[config.mk]
export PLATFORM = sky130hd
export DESIGN_NAME = keypad_code_entry
export DESIGN_NICKNAME = d
export VERILOG_FILES = /design/src/rtl/keypad_code_entry.sv
export SDC_FILE = /design/constraint.sdc
export NUM_CORES = 1
export LEC_CHECK = 0
export ABC_CLOCK_PERIOD_IN_PS = 2200
export CAP_MARGIN = 30
export CELL_PAD_IN_SITES_DETAIL_PLACEMENT = 0
export CELL_PAD_IN_SITES_GLOBAL_PLACEMENT = 2
export CORE_ASPECT_RATIO = 1.5
export CORE_UTILIZATION = 33
export CTS_BUF_LIST = sky130_fd_sc_hd__clkbuf_16
export CTS_CLUSTER_SIZE = 10
export DETAILED_ROUTE_END_ITERATION = 6
export GPL_TIMING_DRIVEN = 1
export PLACE_DENSITY_LB_ADDON = 0.1
export SYNTH_ARGS = -nofsm -noshare
export SYNTH_HDL_FRONTEND = slang
export SYNTH_SLANG_ARGS = --single-unit
[constraint.sdc]
create_clock -name clk -period 2.2 [get_ports clk]
set_input_delay 0.22 -clock clk [delete_from_list [all_inputs] [get_ports clk]]
set_output_delay 0.22 -clock clk [all_outputs]
set_load 0.01 [all_outputs]
[src/rtl/keypad_code_entry.sv]
// Keypad front end: collects a command key, a 4-digit PIN and ENTER, then drives
// the alarm command bus. Tracks consecutive wrong PINs and locks out after too many.
module keypad_code_entry #(
  parameter logic [15:0] PIN            = 16'h1234,
  parameter int          CMD_HOLD       = 4,
  parameter int          ENTRY_TIMEOUT  = 100,
  parameter int          MAX_FAIL       = 3,
  parameter int          LOCKOUT_CYCLES = 50
) (
  input  logic       clk,
  input  logic       reset,
  input  logic       ENA,
  input  logic       key_valid,
  input  logic [3:0] key_code,
  output logic [3:0] keypad_out,
  output logic       busy,
  output logic       pin_error,
  output logic       locked
);

  localparam int HOLD_W  = $clog2(CMD_HOLD + 1);
  localparam int ENTRY_W = $clog2(ENTRY_TIMEOUT + 1);
  localparam int FAIL_W  = $clog2(MAX_FAIL + 1);
  localparam int LOCK_W  = $clog2(LOCKOUT_CYCLES + 1);

  localparam logic [HOLD_W-1:0]  HOLD_LOAD  = HOLD_W'(CMD_HOLD);
  localparam logic [ENTRY_W-1:0] ENTRY_LOAD = ENTRY_W'(ENTRY_TIMEOUT);
  localparam logic [FAIL_W-1:0]  FAIL_MAX   = FAIL_W'(MAX_FAIL);
  localparam logic [LOCK_W-1:0]  LOCK_LOAD  = LOCK_W'(LOCKOUT_CYCLES);

  localparam logic [3:0] KEY_CLEAR   = 4'hA;
  localparam logic [3:0] KEY_ENTER   = 4'hB;
  localparam logic [3:0] KEY_ARM     = 4'hC;
  localparam logic [3:0] KEY_DISARM  = 4'hD;
  localparam logic [3:0] CODE_IDLE   = 4'b0000;
  localparam logic [3:0] CODE_ARM    = 4'b0011;
  localparam logic [3:0] CODE_DISARM = 4'b1100;

  typedef enum logic [1:0] {IDLE, COLLECT, SEND, LOCKOUT} state_t;

  state_t             state_reg, state_next;
  logic [15:0]        buf_reg, buf_next;
  logic [2:0]         count_reg, count_next;
  logic               arm_reg, arm_next;
  logic [FAIL_W-1:0]  fail_reg, fail_next;
  logic [ENTRY_W-1:0] entry_reg, entry_next;
  logic [HOLD_W-1:0]  hold_reg, hold_next;
  logic [LOCK_W-1:0]  lock_reg, lock_next;
  logic [3:0]         out_reg, out_next;
  logic               err_reg, err_next;
  logic               busy_reg, locked_reg;

  logic              is_digit, is_cmd, is_clear, is_enter;
  logic [FAIL_W-1:0] fail_inc;

  assign is_digit = key_valid && (key_code <= 4'd9);
  assign is_cmd   = key_valid && ((key_code == KEY_ARM) || (key_code == KEY_DISARM));
  assign is_clear = key_valid && (key_code == KEY_CLEAR);
  assign is_enter = key_valid && (key_code == KEY_ENTER);
  assign fail_inc = fail_reg + FAIL_W'(1);

  always_comb begin
    state_next = state_reg;
    buf_next   = buf_reg;
    count_next = count_reg;
    arm_next   = arm_reg;
    fail_next  = fail_reg;
    entry_next = entry_reg;
    hold_next  = hold_reg;
    lock_next  = lock_reg;
    out_next   = out_reg;
    err_next   = 1'b0;

    case (state_reg)
      IDLE: begin
        if (is_cmd) begin
          state_next = COLLECT;
          arm_next   = (key_code == KEY_ARM);
          buf_next   = '0;
          count_next = '0;
          entry_next = ENTRY_LOAD;
        end
      end

      COLLECT: begin
        if (is_digit) begin
          buf_next   = {buf_reg[11:0], key_code};
          // count of 5 marks an overlong entry, which can never match
          count_next = (count_reg == 3'd5) ? 3'd5 : count_reg + 3'd1;
          entry_next = ENTRY_LOAD;
        end else if (is_cmd) begin
          arm_next   = (key_code == KEY_ARM);
          buf_next   = '0;
          count_next = '0;
          entry_next = ENTRY_LOAD;
        end else if (is_clear) begin
          state_next = IDLE;
        end else if (is_enter) begin
          if ((count_reg == 3'd4) && (buf_reg == PIN)) begin
            state_next = SEND;
            out_next   = arm_reg ? CODE_ARM : CODE_DISARM;
            fail_next  = '0;
            hold_next  = HOLD_LOAD;
          end else begin
            err_next  = 1'b1;
            fail_next = fail_inc;
            if (fail_inc == FAIL_MAX) begin
              state_next = LOCKOUT;
              lock_next  = LOCK_LOAD;
            end else begin
              state_next = IDLE;
            end
          end
        end else if (entry_reg <= ENTRY_W'(1)) begin
          state_next = IDLE;
          entry_next = '0;
        end else begin
          entry_next = entry_reg - ENTRY_W'(1);
        end
      end

      SEND: begin
        if (hold_reg <= HOLD_W'(1)) begin
          state_next = IDLE;
          out_next   = CODE_IDLE;
          hold_next  = '0;
        end else begin
          hold_next = hold_reg - HOLD_W'(1);
        end
      end

      LOCKOUT: begin
        if (lock_reg <= LOCK_W'(1)) begin
          state_next = IDLE;
          fail_next  = '0;
          lock_next  = '0;
        end else begin
          lock_next = lock_reg - LOCK_W'(1);
        end
      end

      default: state_next = IDLE;
    endcase
  end

  always_ff @(posedge clk or negedge reset) begin
    if (!reset) begin
      state_reg  <= IDLE;
      buf_reg    <= '0;
      count_reg  <= '0;
      arm_reg    <= 1'b0;
      fail_reg   <= '0;
      entry_reg  <= '0;
      hold_reg   <= '0;
      lock_reg   <= '0;
      out_reg    <= CODE_IDLE;
      err_reg    <= 1'b0;
      busy_reg   <= 1'b0;
      locked_reg <= 1'b0;
    end else if (ENA) begin
      state_reg  <= state_next;
      buf_reg    <= buf_next;
      count_reg  <= count_next;
      arm_reg    <= arm_next;
      fail_reg   <= fail_next;
      entry_reg  <= entry_next;
      hold_reg   <= hold_next;
      lock_reg   <= lock_next;
      out_reg    <= out_next;
      err_reg    <= err_next;
      busy_reg   <= (state_next == COLLECT) || (state_next == SEND);
      locked_reg <= (state_next == LOCKOUT);
    end
  end

  assign keypad_out = out_reg;
  assign busy       = busy_reg;
  assign pin_error  = err_reg;
  assign locked     = locked_reg;

endmodule

==> impl_results.md <==
* Die Ht at approximately 110 µm
* Crit. End Element: flop
* Number of fill cells in the layout at 768
* Core Area at slightly above 0.007 mm²
* Max reg flops at 16
* Dpl cells at 417
* Syn Std Cell Area at 0.00251 mm²
* Worst r2r path cells at 7
* Main synth FF type: dfrtp_1
* Initial DRC Count at slightly above 90
* TritonCTS Buffers at 5
* Commonest non-fill, non-tap cell in the layout: nand2_1
* Measured slew at the worst slew-check pin at roughly 0.42 ns
* Post-layout min period at 2.18 ns
* Clock sinks at 45
* Final setup viols at 0
* Post-synth EDFFs at 0
* Final GP Congestion at roughly 0.79
* Yosys cell types at between 50 and 60
* Mapped Nets at between 200 and 300
* Switching power at approximately 1.1 mW
* Asr flop ratio synth at 1.00
* Pre-antenna DRT Iters at 6
* Most frequent cells in the layout: 50 x nand2_1, 45 x dfrtp_1, 33 x buf_4
* WL final at about 6.3 mm
* GRT Util Overall at 0.181
* RSZ-0062 raised after global routing: yes
* Antenna Nets Post-Route at 0
* Die area at 0.00796 mm²
* Starting Density at 0.345
* Dpl hpwl at 4.68 mm
* Leakage Power at ~1.4 nW
* Final instance area at just over 0.003 mm²
* Initial antenna violation count at 0
* Yosys warns at 0
* WS Path Type: reg -> reg
* Via Count at around 2100
* CTS tree: done
* Clock share of power at 0.239
* Tcrit/Tclk final at 0.991
* Post-Synthesis Cells at between 200 and 300
* Sequential share of the synthesized area at 0.449
* Worst r2r src: buf_reg[7]
* Critical Path Start Type: flop
* Average size of a mapped cell at about 8.9 µm²
* Avg WL per Cell at 14.7 µm
* Reg clk slew, reported paths at 0.07 ns
* Clock skew at between 0.003 and 0.004 ns
* R2R Setup Slk at 0.02 ns
* Number of global-route vias before repair at ~2100
* PortBufs at 14
* CTS root buffer: clkbuf_16
* Peak VDD IR at 0.463 mV
* Max FO, Critical Path at 2
* Maxcap violations at 0
* Layout Cells excl Fill at between 400 and 500
* Fraction of layout cells with a size suffix above 1 at 0.178
* Min-delay worst type: in -> async
* Final Hold Violating Endpoints at 0
* GR Overflow Total at 0
* Ant. Diodes at 0
* Max frequency at 0.459 GHz
* Drt drc at 0
* Outcome: completed
* FF+latch area at 0.00113 mm²
* Setup repair bufs after CTS at 0
* First-pass GRT wire length at 10.9 mm
* Slew headroom at 0.718
* Via density at about 5.0
* Nets at 340
* Register share of total power at 0.423
* CTS max path bufs at 2
* Hold Slack at ~0.31 ns
* Post-synthesis register bit count at between 40 and 50
* Crit path DAT at 2.36 ns
* Clock Latency Late Sink at 0.29 ns
* H-tree Lvls at 2
* Worst Path Required at between 2 and 2.5 ns
* Die span in x at 73.2 µm
* Sw Share at 0.360
* Largest net degree at the start of global routing at 24
* Final Util at 0.429
* Post-DP Area at 0.00295 mm²
* Multi-input logic area at approximately 0.0013 mm²
* Synth-to-Final Area Change at 24.4%
* Internal at between 2 and 2.5 mW
* Power share of the combinational group at 0.338
* Pwr Density at roughly 1000 mW/mm²
* # rows at 38
* Slew Limit Fails at 0
* Ports at 15
* Reg-to-reg endpoint: busy
[area by class of cell]
cell class / instances / area share
Sequential cell: 45 / 0.361
Clock buffer: 5 / 0.0401
Timing Repair Buffer: 48 / 0.126
Clock inverter: 3 / 0.00602
Multi-Input combinational cell: 208 / 0.406
Inverter: 17 / 0.0205
Tap cell: 100 / 0.0401
[logic make-up (layout without fill, tap and decap cells)]
group	count (synthesis)	count (layout)	share of synthesized area
compound gates	69	69	0.182
simple gates	126	126	0.256
buf+inv	30	73	0.0514
flops	45	45	0.449
fa+ha+maj	7	7	0.0349
mux	6	6	0.0269
[cells in the mapped netlist (all sizes together) (2+ instances only)]
cell	instances	share of area
o21a	5	0.018
a41oi	2	0.0070
a31oi	6	0.015
nand4	3	0.0075
clkbuf	8	0.012
and4b	3	0.012
a21oi	10	0.020
nor4	2	0.011
buf	5	0.014
nor3	4	0.0080
ha	7	0.035
or4	2	0.0075
nand2	50	0.075
inv	17	0.025
o22ai	3	0.0075
or3	3	0.0075
o2bb2ai	3	0.010
nor4b	2	0.0070
o31ai	2	0.0060
a21boi	3	0.010
o21ai	24	0.048
nand3	23	0.046
mux2	3	0.015
and2	3	0.0075
nand2b	3	0.0075
nor2b	4	0.010
dfrtp	45	0.45
nor2	17	0.025
mux2i	3	0.012
o211ai	3	0.011
[routing by layer]
layer | global-route usage | part of all wire | vias up
li1 | - | - | 1091
met1 | 0.236 | 0.46 | 1015
met2 | 0.296 | 0.50 | 22
met3 | 0.0287 | 0.019 | 7
met4 | 0.0714 | 0.017 | 0
met5 | 0 | 0 | -
[how the worst max path moves through the flow]
stage                 from  endpoint  slack (ns)  cells past startpoint
5_1_grt         buf_reg[0]      busy       -0.08                      8
3_5_place_dp    buf_reg[7]      busy       -0.04                      7
6_report        buf_reg[7]      busy        0.02                      7
3_3_place_gp    buf_reg[7]      busy      -0.006                      7
4_1_cts         buf_reg[7]      busy      -0.004                      7
2_1_floorplan  lock_reg[2]      busy        0.02                      8
[critical path: stages (launching register included)]
cell and delay [ns]:
dfrtp_1 0.38, or4b_4 0.53, or4_4 0.43, nor2_2 0.09, o21ai_1 0.08, nand2_1 0.07
ha_1 0.22, mux2_4 0.26
[power groups by stage]
stage	Combinational [mW]	Sequential, mW	Clock, mW
after floorplan	0.686	1.29	0
final	1.06	1.33	0.753
after CTS	1.07	1.34	0.785
after global placement	1.05	1.34	0
after detailed placement	1.06	1.35	0
after global routing	1.23	1.37	0.808
[what timing repair did]
item | 4_1_cts | 5_1_grt
endpoints found under the setup margin | 1 | 2
endpoints found under the hold margin | 6 | 0
resized for setup | 3 | 2
hold buffers | 1 | 0
[per-stage QoR]
| step | setup TNS, ns | total power [mW] | worst slack (ns) |
|---|---|---|---|
| after detailed placement | -0.0354 | 2.41 | -0.0354 |
| after global routing | -0.0818 | 3.41 | -0.0818 |
| after CTS | -0.00432 | 3.20 | -0.00432 |
| after floorplan | 0 | 1.97 | 0.0182 |
| after global placement | -0.00637 | 2.40 | -0.00637 |
| final | 0 | 3.15 | 0.0195 |
Note: power is estimated with default switching activity, not from simulation.
